===== src/rtl/display_scheduler_if.sv =====
// Bus between the control logic (master) and the display scheduler (slave).
// Carries the live value, the per-requester level requests with their values,
// and the scheduler's registered ack/entry/busy/owner outputs.
//
// Handshake: req[i] is a level request. It counts as valid in a cycle only
// when req[i]==1 and ack[i]==0. ack[i] is a one-cycle registered grant pulse.
// A requester drops req[i] the cycle after it samples ack[i]. If req[i] is
// still high after that cycle, the scheduler treats it as a new request.
// dbg_hold exposes the scheduler FSM state (1 = HOLD, 0 = IDLE).
interface display_scheduler_if #(
    parameter int NREQ = 3
);
    logic [10:0]        live_value;
    logic [NREQ-1:0]    req;
    logic [NREQ*11-1:0] req_value;
    logic [NREQ-1:0]    ack;
    logic [10:0]        entry;
    logic               busy;
    logic [1:0]         owner;
    logic               dbg_hold;

    modport master (
        output live_value, req, req_value,
        input  ack, entry, busy, owner, dbg_hold
    );

    modport slave (
        input  live_value, req, req_value,
        output ack, entry, busy, owner, dbg_hold
    );
endinterface


===== src/rtl/display_scheduler.sv =====
// display_scheduler: shares the 4-digit display between a live value and NREQ
// temporary requesters. A granted requester's value is held for HOLD_CYCLES
// clocks, and then the display reverts to the live value. When the hold
// expires, a waiting requester is granted directly, with no idle gap.
// Optional feature macro: ROUND_ROBIN_EN. When it is defined, priority rotates
// from the last winner. When it is not defined, priority is fixed and the
// lowest index wins.
module display_scheduler #(
    parameter int NREQ        = 3,
    parameter int HOLD_CYCLES = 50000000,
    parameter int CNT_W       = 26
) (
    input  logic           clock,
    input  logic           reset,
    display_scheduler_if.slave bus
);

    typedef enum logic {
        IDLE = 1'b0,
        HOLD = 1'b1
    } state_t;

    localparam logic [CNT_W-1:0] CNT_RELOAD = CNT_W'(HOLD_CYCLES - 1);

    state_t            state_q, state_d;
    logic [10:0]       entry_q, entry_d;
    logic [NREQ-1:0]   ack_q, ack_d;
    logic              busy_q, busy_d;
    logic [1:0]        owner_q, owner_d;
    logic [CNT_W-1:0]  cnt_q, cnt_d;
`ifdef ROUND_ROBIN_EN
    logic [1:0]        rr_q, rr_d;
    logic [1:0]        rr_idx;
    logic              rr_found;
`endif

    logic [NREQ-1:0]   valid;
    logic [NREQ-1:0]   owner_oh;
    logic [NREQ-1:0]   cand;
    logic              expired;
    logic              refresh;
    logic              grant;
    logic [1:0]        win;

    // Classify this cycle's requests: valid, owner refresh, expiry, and grant candidates
    always_comb begin
        valid    = bus.req & ~ack_q;
        owner_oh = '0;
        for (int i = 0; i < NREQ; i++) begin
            if (owner_q == 2'(i + 1)) owner_oh[i] = 1'b1;
        end
        expired = (state_q == HOLD) && (cnt_q == '0);
        refresh = (state_q == HOLD) && (|(valid & owner_oh));
        if (state_q == IDLE) begin
            cand = valid;
        end else if (expired) begin
            cand = valid & ~owner_oh;
        end else begin
            cand = '0;
        end
        grant = !refresh && (|cand);
    end

    // Choose the winner among the candidates
    always_comb begin
        win = '0;
`ifdef ROUND_ROBIN_EN
        rr_found = 1'b0;
        rr_idx   = '0;
        for (int k = 0; k < NREQ; k++) begin
            rr_idx = 2'((int'(rr_q) + 1 + k) % NREQ);
            if (!rr_found && cand[rr_idx]) begin
                win      = rr_idx;
                rr_found = 1'b1;
            end
        end
`else
        for (int i = NREQ - 1; i >= 0; i--) begin
            if (cand[i]) win = 2'(i);
        end
`endif
    end

    // State register and all output/datapath flops, with synchronous active-low reset
    always_ff @(posedge clock) begin
        if (!reset) begin
            state_q <= IDLE;
            entry_q <= '0;
            ack_q   <= '0;
            busy_q  <= 1'b0;
            owner_q <= '0;
            cnt_q   <= '0;
`ifdef ROUND_ROBIN_EN
            rr_q    <= '0;
`endif
        end else begin
            state_q <= state_d;
            entry_q <= entry_d;
            ack_q   <= ack_d;
            busy_q  <= busy_d;
            owner_q <= owner_d;
            cnt_q   <= cnt_d;
`ifdef ROUND_ROBIN_EN
            rr_q    <= rr_d;
`endif
        end
    end

    // Next state: enter HOLD on a grant; leave HOLD only on an expiry with nothing to grant
    always_comb begin
        state_d = state_q;
        case (state_q)
            IDLE:    if (grant) state_d = HOLD;
            HOLD:    if (expired && !refresh && !grant) state_d = IDLE;
            default: state_d = IDLE;
        endcase
    end

    // Outputs: refresh beats a new grant, a running hold counts down, otherwise show the live value
    always_comb begin
        entry_d = entry_q;
        ack_d   = '0;
        busy_d  = busy_q;
        owner_d = owner_q;
        cnt_d   = cnt_q;
`ifdef ROUND_ROBIN_EN
        rr_d    = rr_q;
`endif
        if (refresh) begin
            for (int i = 0; i < NREQ; i++) begin
                if (owner_oh[i]) entry_d = bus.req_value[11*i +: 11];
            end
            ack_d = owner_oh;
            cnt_d = CNT_RELOAD;
`ifdef ROUND_ROBIN_EN
            rr_d  = owner_q - 2'd1;
`endif
        end else if (grant) begin
            for (int i = 0; i < NREQ; i++) begin
                if (win == 2'(i)) begin
                    entry_d  = bus.req_value[11*i +: 11];
                    ack_d[i] = 1'b1;
                end
            end
            owner_d = win + 2'd1;
            busy_d  = 1'b1;
            cnt_d   = CNT_RELOAD;
`ifdef ROUND_ROBIN_EN
            rr_d    = win;
`endif
        end else if ((state_q == HOLD) && !expired) begin
            cnt_d = cnt_q - CNT_W'(1);
        end else begin
            entry_d = bus.live_value;
            busy_d  = 1'b0;
            owner_d = '0;
        end
    end

    assign bus.entry    = entry_q;
    assign bus.ack      = ack_q;
    assign bus.busy     = busy_q;
    assign bus.owner    = owner_q;
    assign bus.dbg_hold = (state_q == HOLD);

endmodule

===== src/flat_wrapper.sv =====
// flat-port wrapper written by rule: the top's interface ports become plain ports
module display_scheduler_flat 
#(
    parameter int NREQ        = 3,
    parameter int HOLD_CYCLES = 50000000,
    parameter int CNT_W       = 26
)
  (clock, reset, bus_live_value, bus_req, bus_req_value, bus_ack, bus_entry, bus_busy, bus_owner, bus_dbg_hold);
  display_scheduler_if #(.NREQ(NREQ)) bus_i ();
  input  logic clock;
  input  logic reset;
  input wire logic [$bits(bus_i.live_value)-1:0] bus_live_value;
  input wire logic [$bits(bus_i.req)-1:0] bus_req;
  input wire logic [$bits(bus_i.req_value)-1:0] bus_req_value;
  output wire logic [$bits(bus_i.ack)-1:0] bus_ack;
  output wire logic [$bits(bus_i.entry)-1:0] bus_entry;
  output wire logic [$bits(bus_i.busy)-1:0] bus_busy;
  output wire logic [$bits(bus_i.owner)-1:0] bus_owner;
  output wire logic [$bits(bus_i.dbg_hold)-1:0] bus_dbg_hold;
  assign bus_i.live_value = bus_live_value;
  assign bus_i.req = bus_req;
  assign bus_i.req_value = bus_req_value;
  assign bus_ack = bus_i.ack;
  assign bus_entry = bus_i.entry;
  assign bus_busy = bus_i.busy;
  assign bus_owner = bus_i.owner;
  assign bus_dbg_hold = bus_i.dbg_hold;
  display_scheduler #(.NREQ(NREQ), .HOLD_CYCLES(HOLD_CYCLES), .CNT_W(CNT_W)) u_core (.clock(clock), .reset(reset), .bus(bus_i));
endmodule

===== config.mk =====
export PLATFORM = sky130hd
export DESIGN_NAME = display_scheduler_flat
export DESIGN_NICKNAME = d
export VERILOG_FILES = /design/src/rtl/display_scheduler_if.sv /design/src/rtl/display_scheduler.sv /design/src/flat_wrapper.sv
export SDC_FILE = /design/constraint.sdc
export NUM_CORES = 1
export LEC_CHECK = 0
export ABC_CLOCK_PERIOD_IN_PS = 2900
export BUFFER_PORTS_ARGS = -buffer_cell sky130_fd_sc_hd__buf_2
export CAP_MARGIN = 20
export CORE_ASPECT_RATIO = 0.7
export CORE_MARGIN = 1.5
export CORE_UTILIZATION = 42
export DETAILED_ROUTE_END_ITERATION = 7
export PLACE_DENSITY = 0.75
export SLEW_MARGIN = 30
export SYNTH_ARGS = -nofsm -noshare
export SYNTH_HDL_FRONTEND = slang
export SYNTH_SLANG_ARGS = --single-unit

===== constraint.sdc =====
create_clock -name clock -period 2.9 [get_ports clock]
set_clock_uncertainty 0.2 [all_clocks]
set_input_delay 0.145 -clock clock [delete_from_list [all_inputs] [get_ports clock]]
set_output_delay 0.145 -clock clock [all_outputs]
set_load 0.02 [all_outputs]

[Yosys cells after proc, flatten, opt, wreduce, memory -nomap -nowiden]
Cells that the tools add are included.
Storage, ports and cells
  register bits: 44
  output and inout port bits: 18
Cells by class
  $add $sub $neg: 2
  eq/ne operators: 9
  multiplexer cells: 32
  bitwise logic cells: 8
  reduce and logical (&&, ||, !) cells: 17
Operators with widths (number)
  2-to-1 mux 11 bit: 9
  2-to-1 mux 26 bit: 3
  logical NOT 26 bit: 1
  subtractor 26 x 1 -> 26 bit (second input constant): 1
  2-to-1 mux 3 bit: 4
  2-to-1 mux 1 bit: 10
  2-to-1 mux 2 bit: 5
  bitwise AND 3 bit: 3
  OR reduction 3 bit: 3
  == test 2 bit (second input constant): 3
  logical AND 1 bit: 6
  NOT 3 bit: 2
  != test 5 x 4 -> 1 bit (second input constant): 1
  == test 2 x 1 -> 1 bit (second input constant): 2
  != test 4 x 1 -> 1 bit (second input constant): 1
  logical NOT 1 bit: 3
  != test 3 x 1 -> 1 bit (second input constant): 1
  NOT 1 bit: 3
  AND reduction 3 bit: 1
  nonzero test 3 bit: 1
  adder 2 x 1 -> 2 bit (second input constant): 1
  logical NOT 2 bit: 1
  != test 2 x 1 -> 1 bit (second input constant): 1
  one-hot mux 1 bit (2 select lines): 1
  AND reduction 2 bit: 1

[Depth between registers and ports, before layout]
  word-level depth: 15
  gate-level depth with buffers: 7
  gate-level depth less buffers: 6

[Worst setup path before layout]
Ideal clock, no wire load.
  path kind: reg2reg
  from: reg u_core.owner_q[0], in the netlist u_core.bus.owner[0]
  to: reg u_core.cnt_q[12]
  library setup time: 0.132 ns
  arrival: 2.076 ns
  required time: 2.568 ns
  slack: 0.492 ns
  stages on the path, launching flop included: 8
  path buffers: 2
  cells stage by stage: dfxtp_1 buf_2 nand3_1 a222oi_1 inv_1 a21oi_2 buf_2 a31oi_1
Between the ends
  longest elaborated chain between the ends: 10
RTL lines
  start, declared: RTL line display_scheduler.sv:29  | logic [1:0] owner_q, owner_d;
  start signal, assigned: RTL line display_scheduler.sv:101  | owner_q <= owner_d;
  == test 2 x 1 -> 1 bit or == test 2 bit (tied branches): RTL line display_scheduler.sv:50  | if (owner_q == 2'(i + 1)) owner_oh[i] = 1'b1;
  2-to-1 mux 1 bit: RTL line display_scheduler.sv:50
  NOT 3 bit: RTL line display_scheduler.sv:57  | cand = valid & ~owner_oh;
  bitwise AND 3 bit: RTL line display_scheduler.sv:57
  2-to-1 mux 3 bit: RTL line display_scheduler.sv:56  | end else if (expired) begin
  2-to-1 mux 3 bit: RTL line display_scheduler.sv:54  | if (state_q == IDLE) begin
  OR reduction 3 bit: RTL line display_scheduler.sv:61  | grant = !refresh && (|cand);
  logical AND 1 bit: RTL line display_scheduler.sv:61
  2-to-1 mux 26 bit: RTL line display_scheduler.sv:138  | end else if (grant) begin
  2-to-1 mux 26 bit: RTL line display_scheduler.sv:129  | if (refresh) begin
  end signal, assigned: RTL line display_scheduler.sv:102  | cnt_q <= cnt_d;
  end, declared: RTL line display_scheduler.sv:30  | logic [CNT_W-1:0] cnt_q, cnt_d;
Parallel ways exist; a longest one is shown, timed or not.
A chain may end at the register's enable or synchronous reset.

[Final worst setup path]
  from: reg u_core.cnt_q[12]
  to: reg u_core.entry_q[10], in the netlist u_core.bus.entry[10]
Between the ends
  longest elaborated chain between the ends: 12
RTL lines
  logical NOT 26 bit (*): RTL line display_scheduler.sv:52  | expired = (state_q == HOLD) && (cnt_q == '0);
  logical AND 1 bit (*): RTL line display_scheduler.sv:52
  2-to-1 mux 3 bit: RTL line display_scheduler.sv:56
  2-to-1 mux 3 bit: RTL line display_scheduler.sv:54
  2-to-1 mux 2 bit (3 in series): RTL line display_scheduler.sv:79  | if (cand[i]) win = 2'(i);
  == test 2 x 1 -> 1 bit: RTL line display_scheduler.sv:140  | if (win == 2'(i)) begin
  2-to-1 mux 11 bit (2 in series): RTL line display_scheduler.sv:140
  2-to-1 mux 11 bit: RTL line display_scheduler.sv:138
  2-to-1 mux 11 bit: RTL line display_scheduler.sv:129
  end signal, assigned: RTL line display_scheduler.sv:98  | entry_q <= entry_d;
  end, declared: RTL line display_scheduler.sv:26  | logic [10:0] entry_q, entry_d;
Mark *: on every way between the ends. The rest lies on a longest branch, timed or not.

==> implementation parameters <==
Parameter                              Value

Pwr
  Logic gate share of total power    31.0%
  Worst IR Drop VDD    ~0.24 mV
  Internal power consumption    1.18 mW
  Sequential fraction of design power    40.1%
  Clock Power Share    28.9%
  Cell area power density    510 nW/um2
  Sw Ratio    35.1%
  Reported leakage power    1.36 nW
  Net switching component of the power    635 uW

Yosys
  Library cell occupying the most area in the post-synthesis netlist    sky130_fd_sc_hd__dfxtp_1
  Register area share after synthesis    about 30%
  Yosys warning total    0
  Flip-flop and latch count after synthesis    44
  Yosys top cell area share    29.9%
  Post-synth cell types    63
  Number of synthesized flops with an enable pin    0
  Synth Instances    ~350
  Dominant synthesized flop cell    sky130_fd_sc_hd__dfxtp_1
  Post-synth design cell area    2940 um2
  Top cells by area in the synthesized netlist    sky130_fd_sc_hd__dfxtp_1, sky130_fd_sc_hd__a21oi_1, sky130_fd_sc_hd__o21ai_0, sky130_fd_sc_hd__mux2i_1, sky130_fd_sc_hd__nor2_1
  Fraction of registers with async set/reset    0%
  Net count after synthesis    approximately 400
  Synthesized area per cell    around 8.4 um2

Finish
  Synthesis-to-finish area growth    20.6%
  Share of cells above drive strength 1    28.4%
  Antenna Diode Count    0
  Post-route design area    ~3500 um2
  Final net count    ~470
  Core Util, Final    a little over half

Clock tree
  Insertion delay to the later sink of the worst-skew pair    roughly 0.31 ns
  Number of clock buffers inserted by TritonCTS    5
  Bufs on Longest Clock Path    2
  Count of H-tree levels built during CTS    2
  Clock Sink Count    between 40 and 50
  Post-CTS setup buffers    0
  TritonCTS clock tree    yes
  Clock-pin slew reported for the worst setup and hold paths after clock tree synthesis    0.10 ns
  Clock root cell    sky130_fd_sc_hd__clkbuf_8

Detailed routing
  Routed Antenna Nets    0
  Routed via count divided by cell count    6.51
  Starting DRC count in detailed routing    383
  Routed WL    9080 um
  DR WL/cell    17.7 um
  Via Count    3340
  DRC    0
  Drt first pass iters    5

Floorplan
  Cell Rows    25
  Starting utilization of the core area    43.6%
  Die ar.    about 7500 um2
  Boundary pin count    67
  Core ar.    6760 um2
  Horizontal extent of the die    103 um
  Height of the die    73.0 um

STA
  Tightest Pin Transition    0.838 ns
  Hold Vio Cnt, Final    0
  Final Cycle Share    91.9%
  Total of endpoints with negative setup slack in the final report    0
  Time the final worst path needs with I/O delays and setup    about 2.7 ns
  Final slew viol count    0
  Highest achievable clock rate    375 MHz
  Setup repair after global routing missed its margin    false
  Hold_ws    0.00808 ns
  Relative slew slack    44.1%
  Setup Total Neg Slack    0 ns

Worst setup path
  Worst reg2reg path depth    5
  Register-to-register setup slack    0.23 ns
  Critical path startpoint category    register
  Critical R2R Capture    u_core.bus.entry[10]
  Type of element capturing the critical path    register
  Arr. time, crit path    around 2.7 ns
  Worst reg2reg path startpoint    u_core.cnt_q[12]
  WP data required    2.90 ns
  Top fanout value on the critical path    11
  Type of the worst setup path    register to register

Job
  Max-cap viol count    0

Place
  Routability Congestion    ~0.85
  Cell Area, Placed    3400 um2
  Placed wire-length estimate    ~6500 um
  Count of input and output buffers    66

Worst hold path
  Kind of path behind the tightest hold check    input port to register
  Number of stages on the worst hold path    3
  Sink of the worst hold path    u_core.bus.entry[5]
  Start point of the worst hold path    bus_live_value[5]

GRT
  First-pass GRT wire length    roughly 14000 um
  Vias in the first global route    3018
  Global route overflow    0
  Global-route usage over all layers    24.0%
  Antenna violations before repair    0
  Maximum number of pins on one net before global-route repair    26

Outcome
  Run status    finished clean
[state kept, by name, indices dropped and copies added (netlist names)]
signal / cells
u_core.bus.ack: 3
u_core.bus.entry: 11
u_core.bus.busy: 1
u_core.bus.dbg_hold: 1
u_core.bus.owner: 2
u_core.cnt_q: 26
[metal layers]
layer | part of all wire [%] | routed length [um] | vias to the layer above | track usage [%]
li1 | - | - | 1538 | -
met1 | 46 | 4210 | 1561 | 36.0
met2 | 42 | 3830 | 222 | 34.4
met3 | 10 | 924 | 19 | 3.93
met4 | 1.4 | 125 | 0 | 8.11
met5 | 0 | 0 | - | 0
[what timing repair did]
| action | in CTS | in global routing |
|---|---|---|
| setup endpoints to repair | 0 | 16 |
| hold endpoints to repair | 2 | 0 |
| resized for setup | 0 | 1 |
| hold buffers | 2 | 0 |
[synthesized netlist by cell type, types with 5 or more instances]
master and n:
sky130_fd_sc_hd__a221oi_2 7, sky130_fd_sc_hd__nor2_1 31, sky130_fd_sc_hd__or4_1 12, sky130_fd_sc_hd__a32oi_1 11, sky130_fd_sc_hd__a2bb2oi_1 10, sky130_fd_sc_hd__o2111ai_1 10, sky130_fd_sc_hd__buf_2 5, sky130_fd_sc_hd__mux2i_1 14
sky130_fd_sc_hd__a21oi_1 41, sky130_fd_sc_hd__inv_1 6, sky130_fd_sc_hd__a31oi_1 12, sky130_fd_sc_hd__dfxtp_1 44, sky130_fd_sc_hd__o31ai_1 10, sky130_fd_sc_hd__o21ai_0 31, sky130_fd_sc_hd__clkbuf_1 15, sky130_fd_sc_hd__nand2_1 6
sky130_fd_sc_hd__or3_1 11
[power groups by stage]
stage	Sequential (mW)	Combinational, mW	Clock, mW
finish	0.726	0.561	0.522
global route	0.735	0.612	0.543
CTS	0.723	0.551	0.524
detailed placement	0.736	0.547	0
global placement	0.734	0.533	0
floorplan	0.750	0.356	0
[layout by cell type (no fill, tap or decap), types with 3 or more instances in the layout]
cell                        count
sky130_fd_sc_hd__buf_4         20
sky130_fd_sc_hd__or2_2          4
sky130_fd_sc_hd__a31oi_1       12
sky130_fd_sc_hd__buf_2         66
sky130_fd_sc_hd__a21oi_1       41
sky130_fd_sc_hd__nor2_1        31
sky130_fd_sc_hd__nand2_1        6
sky130_fd_sc_hd__nor2b_1        4
sky130_fd_sc_hd__or4_1         12
sky130_fd_sc_hd__a2bb2oi_1     10
sky130_fd_sc_hd__clkbuf_8       6
sky130_fd_sc_hd__a221oi_1       3
sky130_fd_sc_hd__mux2i_1       14
sky130_fd_sc_hd__o31ai_1       10
sky130_fd_sc_hd__o21ai_0       31
sky130_fd_sc_hd__nand3_1        4
sky130_fd_sc_hd__nand3b_1       3
sky130_fd_sc_hd__a32oi_1       11
sky130_fd_sc_hd__inv_1          6
sky130_fd_sc_hd__xor2_1         3
sky130_fd_sc_hd__o2111ai_1     10
sky130_fd_sc_hd__or3_1         10
sky130_fd_sc_hd__dfxtp_1       44
sky130_fd_sc_hd__a221oi_2       7
[through the flow]
| stage | cells | total power, mW | worst slack, ns |
|---|---|---|---|
| floorplan | 351 | 1.11 | 0.492 |
| global placement | 503 | 1.27 | 0.218 |
| detailed placement | 503 | 1.28 | 0.151 |
| CTS | 513 | 1.80 | 0.124 |
| global route | 513 | 1.89 | 0.0532 |
| finish | 513 | 1.81 | 0.235 |
[cells by family after synthesis]
logic type                 after synthesis  share of synthesized area (%)
DFF                                     44                           29.9
and+or+nand+nor                         95                           19.1
xor gates and xnor gates                 5                           1.49
AOI/OAI and AO/OA                      156                           38.1
adders and majority gates                2                          0.850
muxes                                   15                           5.14
buffers and inverters                   34                           5.44
[area by class of cell]
type / instances / area [um2]
fillers: 634 / 3210
multi-input cells: 273 / 1910
flip-flops and latches: 44 / 881
repair buffers: 88 / 500
well taps: 94 / 118
clock buffers: 6 / 82.6
clock inverters: 2 / 38.8
inverters: 6 / 22.5
[critical path, stage by stage, from the launching register on]
cell and delay (ns):
sky130_fd_sc_hd__dfxtp_1 0.38, sky130_fd_sc_hd__or4_1 0.57, sky130_fd_sc_hd__or3_4 0.49, sky130_fd_sc_hd__o31ai_4 0.57
sky130_fd_sc_hd__buf_4 0.28, sky130_fd_sc_hd__a221oi_2 0.07
[how the worst max path moves through the flow]
stage,startpoint,to,cells past startpoint
floorplan,u_core.bus.owner[0],u_core.cnt_q[12],7
global placement,u_core.cnt_q[12],u_core.bus.owner[1],5
detailed placement,u_core.cnt_q[12],u_core.bus.entry[6],5
CTS,u_core.cnt_q[12],u_core.bus.entry[10],5
global route,u_core.bus.owner[1],u_core.cnt_q[5],5
finish,u_core.cnt_q[12],u_core.bus.entry[10],5
Note: power is estimated with default switching activity, not from simulation.
